$ cat src/rtl/melody_sequencer.sv
// melody_sequencer: walks a synchronous score ROM and drives note/start/stop for the synthesizer voice.
// Durations are counted in ticks of TICK_DIV clock cycles; an optional silent gap follows each sounded note.
module melody_sequencer #(
  parameter int TICK_DIV  = 12000,
  parameter int GAP_TICKS = 10,
  parameter int ADDR_W    = 8
) (
  input  logic              clk,
  input  logic              rst_n,
  input  logic              play,
  input  logic              halt,
  input  logic              loop,
  output logic [ADDR_W-1:0] rom_addr,
  input  logic [15:0]       rom_data,
  output logic [6:0]        note,
  output logic              start,
  output logic              stop,
  output logic              busy,
  output logic              done
);
  typedef enum logic [2:0] {
    IDLE  = 3'd0,
    FETCH = 3'd1,
    LOAD  = 3'd2,
    HOLD  = 3'd3,
    GAP   = 3'd4
  } state_t;

  localparam int PRE_W = $clog2(TICK_DIV);
  localparam int CNT_W = 16;
  localparam logic [PRE_W-1:0] PRE_LAST = PRE_W'(TICK_DIV - 1);
  localparam logic [CNT_W-1:0] GAP_LOAD = CNT_W'(GAP_TICKS);

  state_t            state, state_nx;
  logic [PRE_W-1:0]  pre, pre_nx;
  logic [CNT_W-1:0]  cnt, cnt_nx;
  logic              rest, rest_nx;
  logic [ADDR_W-1:0] addr_nx;
  logic [6:0]        note_nx;
  logic              start_nx, stop_nx, done_nx, busy_nx;
  logic [6:0]        dur_s;
  logic              tick_s, last_s;

  // Next-state and next-output decode; halt from any active state overrides the normal flow.
  always_comb begin
    dur_s    = (rom_data[6:0] == 7'd0) ? 7'd1 : rom_data[6:0];
    tick_s   = (pre == PRE_LAST);
    last_s   = tick_s && (cnt == 16'd1);
    state_nx = state;
    pre_nx   = pre;
    cnt_nx   = cnt;
    rest_nx  = rest;
    addr_nx  = rom_addr;
    note_nx  = note;
    start_nx = 1'b0;
    stop_nx  = 1'b0;
    done_nx  = 1'b0;

    if (halt && (state != IDLE)) begin
      stop_nx  = 1'b1;
      state_nx = IDLE;
    end else begin
      case (state)
        IDLE: begin
          if (play && !halt) begin
            addr_nx  = {ADDR_W{1'b0}};
            state_nx = FETCH;
          end else begin
            state_nx = IDLE;
          end
        end
        FETCH: state_nx = LOAD;
        LOAD: begin
          if (rom_data[15]) begin
            // An end marker at address 0 would loop forever without sounding anything, so it finishes.
            if (loop && (rom_addr != {ADDR_W{1'b0}})) begin
              addr_nx  = {ADDR_W{1'b0}};
              state_nx = FETCH;
            end else begin
              stop_nx  = 1'b1;
              done_nx  = 1'b1;
              state_nx = IDLE;
            end
          end else begin
            cnt_nx   = CNT_W'(dur_s);
            pre_nx   = {PRE_W{1'b0}};
            rest_nx  = rom_data[14];
            state_nx = HOLD;
            if (rom_data[14]) begin
              stop_nx = 1'b1;
            end else begin
              note_nx  = rom_data[13:7];
              start_nx = 1'b1;
            end
          end
        end
        HOLD, GAP: begin
          if (tick_s) begin
            pre_nx = {PRE_W{1'b0}};
            cnt_nx = cnt - 16'd1;
          end else begin
            pre_nx = pre + PRE_W'(1);
          end
          if (last_s) begin
            if ((state == HOLD) && !rest && (GAP_LOAD != 16'd0)) begin
              stop_nx  = 1'b1;
              cnt_nx   = GAP_LOAD;
              pre_nx   = {PRE_W{1'b0}};
              state_nx = GAP;
            end else begin
              addr_nx  = rom_addr + ADDR_W'(1);
              state_nx = FETCH;
            end
          end else begin
            state_nx = state;
          end
        end
        default: state_nx = IDLE;
      endcase
    end
    busy_nx = (state_nx != IDLE);
  end

  // State, counters and all outputs are registered here.
  always_ff @(posedge clk or negedge rst_n) begin
    if (!rst_n) begin
      state    <= IDLE;
      pre      <= {PRE_W{1'b0}};
      cnt      <= 16'd0;
      rest     <= 1'b0;
      rom_addr <= {ADDR_W{1'b0}};
      note     <= 7'd0;
      start    <= 1'b0;
      stop     <= 1'b0;
      busy     <= 1'b0;
      done     <= 1'b0;
    end else begin
      state    <= state_nx;
      pre      <= pre_nx;
      cnt      <= cnt_nx;
      rest     <= rest_nx;
      rom_addr <= addr_nx;
      note     <= note_nx;
      start    <= start_nx;
      stop     <= stop_nx;
      busy     <= busy_nx;
      done     <= done_nx;
    end
  end
endmodule

$ cat config.mk
export PLATFORM = sky130hd
export DESIGN_NAME = melody_sequencer
export DESIGN_NICKNAME = d
export VERILOG_FILES = /design/src/rtl/melody_sequencer.sv
export SDC_FILE = /design/constraint.sdc
export NUM_CORES = 1
export LEC_CHECK = 0
export BUFFER_PORTS_ARGS = -buffer_cell sky130_fd_sc_hd__buf_2
export CORE_MARGIN = 8
export CORE_UTILIZATION = 60
export CTS_CLUSTER_DIAMETER = 200
export DETAILED_ROUTE_END_ITERATION = 16
export PLACE_DENSITY = 0.8
export SETUP_SLACK_MARGIN = 0.15
export SLEW_MARGIN = 10
export SYNTH_ARGS = -nofsm -noshare
export SYNTH_HDL_FRONTEND = slang
export SYNTH_SLANG_ARGS = --single-unit
$ cat constraint.sdc
create_clock -name clk -period 4.1 [get_ports clk]
set_clock_uncertainty 0.1 [all_clocks]
set_input_delay 0.205 -clock clk [delete_from_list [all_inputs] [get_ports clk]]
set_output_delay 0.205 -clock clk [all_outputs]
set_load 0.02 [all_outputs]
==> results of run 1 <==
==> synth_stat cells (all sizes together), types with 9 or more instances <==
library cell | n | area share, %
a21oi | 15 | 2.7
clkbuf | 14 | 1.7
dfrtp | 53 | 43
inv | 9 | 1.1
nand2 | 20 | 2.4
nand3 | 12 | 2.0
nor2 | 33 | 4.0
nor4 | 18 | 4.4
o21ai | 18 | 2.9
o31ai | 10 | 2.4
or4 | 14 | 3.7
xnor2 | 15 | 4.3
==> registers in the layout, summed over array words and instances, names as in the netlist <==
signal    flops
cnt          16
busy          1
done          1
pre          14
rom_addr      8
state         3
stop          1
start         1
rest          1
note          7
==> cells by family (layout without fill, tap and decap cells) <==
| logic type | after synthesis | after routing |
|---|---|---|
| XOR/XNOR | 15 | 15 |
| flip-flops | 53 | 53 |
| AND/OR/NAND/NOR | 151 | 151 |
| adder cells (fa/ha/maj) | 5 | 5 |
| buffers and inverters | 26 | 61 |
| multiplexers | 10 | 10 |
| AO/OA/AOI/OAI | 69 | 69 |
==> stage by stage <==
stage,area (µm²),utilization [%],instances
3_3_place_gp,3314,65.73,425
3_5_place_dp,3314,65.73,425
2_1_floorplan,3074,-,329
4_1_cts,3421,67.84,434
5_1_grt,3421,67.84,434
6_report,3421,67.84,434
==> layout make-up <==
class / instances / area (µm²) / area share, %
tap: 70 / 87.58 / 2.560
clock inverter: 2 / 13.76 / 0.4023
multi-input combinational: 250 / 1642 / 47.99
inverter: 9 / 33.78 / 0.9876
sequential: 53 / 1326 / 38.77
timing repair buffer: 44 / 235.2 / 6.876
clock buffer: 6 / 82.58 / 2.414
==> final timing paths <==
check                      slack, ns                       to  cells past startpoint
setup / recovery                1.43      cnt[12]$_DFFE_PN0P_                      7
hold / removal                  0.02      note[6]$_DFFE_PN0P_                      2
setup reg to reg                1.43      cnt[12]$_DFFE_PN0P_                      7
hold reg to reg                 0.40       pre[1]$_DFFE_PN0P_                      2
max in group asynchronous       3.02       pre[5]$_DFFE_PN0P_                      3
min in group asynchronous       0.44  rom_addr[6]$_DFFE_PN0P_                      3
==> worst reg2reg max path: stages, from the launching register on <==
cell	delay [ns]
dfrtp_1	0.42
inv_1	0.11
ha_1	0.14
or4b_1	0.50
nor4_1	0.41
nand3_1	0.31
a21oi_2	0.44
nor2_1	0.10
==> routing by layer <==
layer | track usage [%] | wire, µm | up-vias
li1 | - | - | 1305
met1 | 24.06 | 3046 | 1246
met2 | 31.75 | 3425 | 50
met3 | 3.377 | 244 | 9
met4 | 5.000 | 86 | 0
met5 | 0 | 0 | -
==> power by group <==
| group | switching [W] | internal (W) |
|---|---|---|
| clock network | 0.000172 | 0.000137 |
| registers | 0.0000839 | 0.000607 |
| logic | 0.000232 | 0.000172 |
==> timing repair <==
| item | in CTS | in global routing |
|---|---|---|
| endpoints found under the hold margin | 53 | 0 |
| hold buffers | 1 | 0 |
| buffers inserted | 0 | 0 |
==> key figures, run 1 <==
Power
  – Pwr dens: slightly above 400 nW/µm²
  – Design Power: 0.001404 W
  – Max VDD drop: 306.7 µV
  – Static leakage: roughly 1.5 nW

Yosys
  – Synthesized cell area: between 3000 and 4000 µm²
  – Syn_nets: 355
  – Synth cell types: 60
  – Synthesis-stage register bit count: 53
  – Main combinational cell family by area after synthesis: simple AND/OR/NAND/NOR gates
  – Mux contribution to synthesized area: 3.541%
  – Post-synth EDFFs: 0
  – Post-synthesis compound-gate area fraction: 15.06%
  – Cells after Synth: 329
  – Synth warn: 0
  – Adder-cell area share of the yosys netlist: 2.035%
  – Top_reg_cell synth: dfrtp_1
  – FFs w/ async S/R, synth: 100.0%
  – Post-synthesis sequential area ratio: 43.14%
  – Post-Synth XOR/XNOR Area: 4.274%
  – Post-Syn Area per Cell: approximately 9.3 µm²
  – Simple-gate share of the synthesized area: between 20% and 30%

Worst setup path
  – Crit path largest cell delay: 0.50 ns
  – Worst setup SP type: flip-flop
  – CP Max Fanout: 9
  – Reg2reg start: cnt[1]$_DFFE_PN0P_
  – Worst path cell trace: inv_1 > ha_1 > or4b_1 > nor4_1 > nand3_1 > a21oi_2 > nor2_1
  – Required @ worst endpoint: 4.18 ns
  – CP max stage cell: or4b_1
  – Crit end category: flip-flop
  – CP arrival: 2.75 ns
  – Setup crit start: cnt[1]$_DFFE_PN0P_
  – Family with the most delay on the worst path: simple AND/OR/NAND/NOR gates
  – Critical path class: reg -> reg
  – Crit path buffers/inverters: 1

Clock network
  – CTS tree: done
  – Worst skew pair latency: 0.31 ns
  – CTS resizes: 0
  – Max Buffers Root-to-Sink: 2
  – CTS clock-pin slew for the worst setup and hold paths: 0.10 ns
  – Clk sinks: between 50 and 60
  – CTS root buf: clkbuf_8
  – Total CTS buffers: 5
  – H-tree lvl count: 2

Placed design
  – Routability cong.: 0.8236
  – Hpwl dp: 4858 µm
  – Count of port buffers added during placement: 39
  – DP Worst Slack: ~1.5 ns

Status
  – Outcome: complete, no violations

Timing
  – Fin crit share: between 60% and 70%
  – Fmax: 375.2 MHz
  – Setup TNS: 0 ns
  – Worst setup margin: 1.435 ns
  – Relative slew slack: 35.15%
  – Final Hold Fails: 0
  – Slew Viols, Final: 0
  – Endpoints failing setup: 0
  – Hold WS: 0.01984 ns
  – Worst Max-Slew Pin Slew: 0.9648 ns
  – RSZ-0062 raised after global routing: no
  – Min Tclk post-route: between 2 and 3 ns

Route
  – Drt first pass iters: 4
  – DR WL/cell: roughly 16 µm
  – Post-route ant nets: 0
  – DRT iter0 DRCs: 167
  – DR vias/cell: 6.014
  – Number of remaining DRC errors: 0
  – WL final: 6803 µm
  – Vias: 2610

Final layout
  – Most common cell after layout, fill and taps aside: dfrtp_1
  – # nets final: 389
  – Most frequent cells in the layout: dfrtp_1 (53), buf_2 (39), nor2_1 (33)
  – ANT cells: 0
  – Share of layout cells above drive strength 1: 20.05%
  – FILL cells: around 400
  – Area grow syn2layout: 11.27%

Global routing
  – Grt ovf: 0
  – Total Routing Usage GR: 18.79%
  – Initial antenna violation count: 0
  – First-pass GRT wire length: 11610 µm
  – Via count of the first global-routing pass: around 2.4k
  – Largest net degree at the start of global routing: 54

Floorplan
  – Core area: between 5000 and 6000 µm²
  – Die height: 87.58 µm
  – DIE WIDTH: 87.58 µm
  – Initial core utilization: 60.97%
  – Ports: 40
  – Row count: 26
  – Total die area: 7670 µm²

Min path
  – Worst Hold Class: in -> reg
  – Hold path start: rom_data[13]

Flow run
  – MaxCap Viol Count: 0
No activity file was read; power rests on OpenSTA's default activity.
==> inputs of run 2 (changes only) <==
--- a/config.mk
+++ b/config.mk
@@ -7,10 +7,10 @@
 export LEC_CHECK = 0
 export BUFFER_PORTS_ARGS = -buffer_cell sky130_fd_sc_hd__buf_2
 export CORE_MARGIN = 8
-export CORE_UTILIZATION = 60
+export CORE_UTILIZATION = 58
 export CTS_CLUSTER_DIAMETER = 200
 export DETAILED_ROUTE_END_ITERATION = 16
-export PLACE_DENSITY = 0.8
+export PLACE_DENSITY = 0.78
 export SETUP_SLACK_MARGIN = 0.15
 export SLEW_MARGIN = 10
 export SYNTH_ARGS = -nofsm -noshare
==> constraint.sdc (replaced) <==
create_clock -name clk -period 2.6 [get_ports clk]
set_clock_uncertainty 0.1 [all_clocks]
set_input_delay 0.13 -clock clk [delete_from_list [all_inputs] [get_ports clk]]
set_output_delay 0.13 -clock clk [all_outputs]
set_load 0.02 [all_outputs]
==> run 2 against run 1 <==
Net effect:
- sequential power is 55% higher
- core utilization grew 4.9 points
- sequential share of layout area down 3.0 points
- cell area grew 8.7%
- power rose by 71%
- clock-buffer cell count down 1
- die area up 2.8%
- global-route usage increased by 1.4 points
- sequential cell count did not move
==> key figures, run 2 (synthesized netlist as in run 1, its figures left out) <==
Power
  – Pwr dens: 646.9 nW/µm²
  – Max VDD drop: approximately 500 µV
  – Design Power: 0.002405 W
  – Static leakage: between 1.5 and 2 nW

Floorplan
  – Ports: 40
  – Initial core utilization: 60.19%
  – Die height: 88.81 µm
  – DIE WIDTH: 88.81 µm
  – Total die area: 7886 µm²
  – Row count: 26
  – Core area: slightly above 5000 µm²

Global routing
  – Grt ovf: 0
  – Initial antenna violation count: 0
  – Total Routing Usage GR: 20.23%
  – Largest net degree at the start of global routing: 41
  – Via count of the first global-routing pass: 2725
  – First-pass GRT wire length: 12660 µm

Placed design
  – Cell Area, Placed: 3405 µm²
  – Count of port buffers added during placement: 39
  – Routability cong.: 0.8463
  – Hpwl dp: 5188 µm

Min path
  – Worst Hold Class: in -> reg
  – Cell depth of the worst hold path: 3
  – WHS Endpoint: cnt[0]$_DFFE_PN0P_
  – Hold path start: rom_data[0]

Final layout
  – Share of layout cells above drive strength 1: about a quarter
  – Most common cell after layout, fill and taps aside: dfrtp_1
  – FILL cells: ~420
  – Fin area: 3717 µm²
  – Area grow syn2layout: 20.92%
  – Largest Register: cnt
  – Most frequent cells in the layout: dfrtp_1 (51), buf_2 (39), nor2_1 (32)
  – Reg area: 1329 µm²
  – Multi-input gate area: 1684 µm²
  – Regs by FF count: cnt (16), pre (14), rom_addr (8)
  – Final Core Density: 72.78%
  – # nets final: 419
  – Max FFs per register: 16
  – ANT cells: 0

Timing
  – Slew Viols, Final: 0
  – Min Tclk post-route: 2.373 ns
  – Setup TNS: 0 ns
  – Endpoints failing setup: 0
  – RSZ-0062 raised after global routing: yes
  – Relative slew slack: between 40 and 50%
  – Worst Max-Slew Pin Slew: 0.8990 ns
  – Final Hold Fails: 0
  – Fmax: 421.4 MHz
  – Fin crit share: 91.27%

Route
  – DR vias/cell: 6.151
  – Met3 Wirelength: 379 µm
  – Post-route ant nets: 0
  – DRT iter0 DRCs: about 170
  – DR WL/cell: roughly 17 µm
  – Uppermost routed layer: met4
  – Met2 wire len: between 3000 and 4000 µm
  – Vias: 2854
  – Drt first pass iters: 5
  – Number of remaining DRC errors: 0
  – Met1 wire length: around 3300 µm
  – WL final: 7692 µm

Worst setup path
  – CP arrival: 2.46 ns
  – CP max stage cell: or4_4
  – Crit path largest cell delay: 0.60 ns
  – Reg2reg start: cnt[7]$_DFFE_PN0P_
  – CP Max Fanout: 6
  – Critical path class: reg -> reg
  – Crit path buffers/inverters: 3
  – Crit end category: flip-flop
  – R2r setup slk: 0.23 ns
  – R2R depth: 8
  – Worst path cell trace: or4_4 > nor4_4 > buf_4 > buf_4 > and3_4 > buf_4 > o41a_1 > o22ai_1
  – Critical Path Most Common Cell: buf_4
  – Required @ worst endpoint: approximately 2.7 ns
  – Family with the most delay on the worst path: simple AND/OR/NAND/NOR gates
  – RR Endpoint: cnt[5]$_DFFE_PN0P_
  – Worst setup SP type: flip-flop

Flow run
  – MaxCap Viol Count: 0

Clock network
  – Total CTS buffers: 5
  – CTS clock-pin slew for the worst setup and hold paths: 0.09 ns
  – CTS root buf: clkbuf_8
  – CTS tree: done
  – Max Buffers Root-to-Sink: 2
  – Clk sinks: 53
  – Worst skew pair latency: between 0.3 and 0.4 ns
  – H-tree lvl count: 2

Status
  – Outcome: complete, no violations
## run 2: power breakdown
| group | total (W) | internal, W | switching, W |
|---|---|---|---|
| Clock | 0.000560 | 0.000289 | 0.000271 |
| Sequential | 0.00107 | 0.000960 | 0.000108 |
| Combinational | 0.000776 | 0.000347 | 0.000429 |
| Total | 0.00240 | 0.00160 | 0.000809 |
## run 2: worst min-delay path, stage by stage
cell and delay, ns:
buf_2 0.08, o22ai_1 0.05, o22ai_1 0.13
## run 2: timing repair
action | 4_1_cts | 5_1_grt
resized for setup | 5 | 7
pin swaps | 2 | 4
endpoints found under the setup margin | 7 | 32
hold endpoints to repair | 45 | 0
hold buffers | 8 | 0
buffers inserted | 7 | 3
gates cloned | 1 | 0
## run 2: how the worst max path moves through the flow
stage	startpoint	to	slack [ns]	depth (start not counted)
final	cnt[7]$_DFFE_PN0P_	cnt[5]$_DFFE_PN0P_	0.23	8
after global routing	cnt[1]$_DFFE_PN0P_	rom_addr[6]$_DFFE_PN0P_	0.12	8
after CTS	cnt[1]$_DFFE_PN0P_	cnt[6]$_DFFE_PN0P_	0.14	9
after detailed placement	cnt[1]$_DFFE_PN0P_	rom_addr[5]$_DFFE_PN0P_	0.04	7
after global placement	cnt[1]$_DFFE_PN0P_	rom_addr[6]$_DFFE_PN0P_	0.12	7
after floorplan	cnt[1]$_DFFE_PN0P_	rom_addr[6]$_DFFE_PN0P_	0.18	8
## run 2: per-stage QoR
stage	instances	setup WS [ns]	hold slack (ns)
after CTS	461	0.1371	0.02434
after global routing	464	0.1247	0.01815
after detailed placement	437	0.04331	0.2159
final	464	0.2270	0.03231
after global placement	437	0.1172	0.2022
after floorplan	329	0.1843	-0.2656
## run 2: area by class of cell
class / instances / area share [%]
inverters: 9 / 0.9088
clock inverters: 3 / 1.178
well taps: 70 / 2.356
repair buffers: 73 / 12.66
multi-input cells: 251 / 45.30
flip-flops and latches: 53 / 35.75
clock buffers: 5 / 1.851
## run 2: metal layers
layer	track usage, %	vias to the layer above
met5	0	-
met4	6.452	0
met3	3.250	14
met1	24.59	1394
li1	-	1361
met2	35.31	85
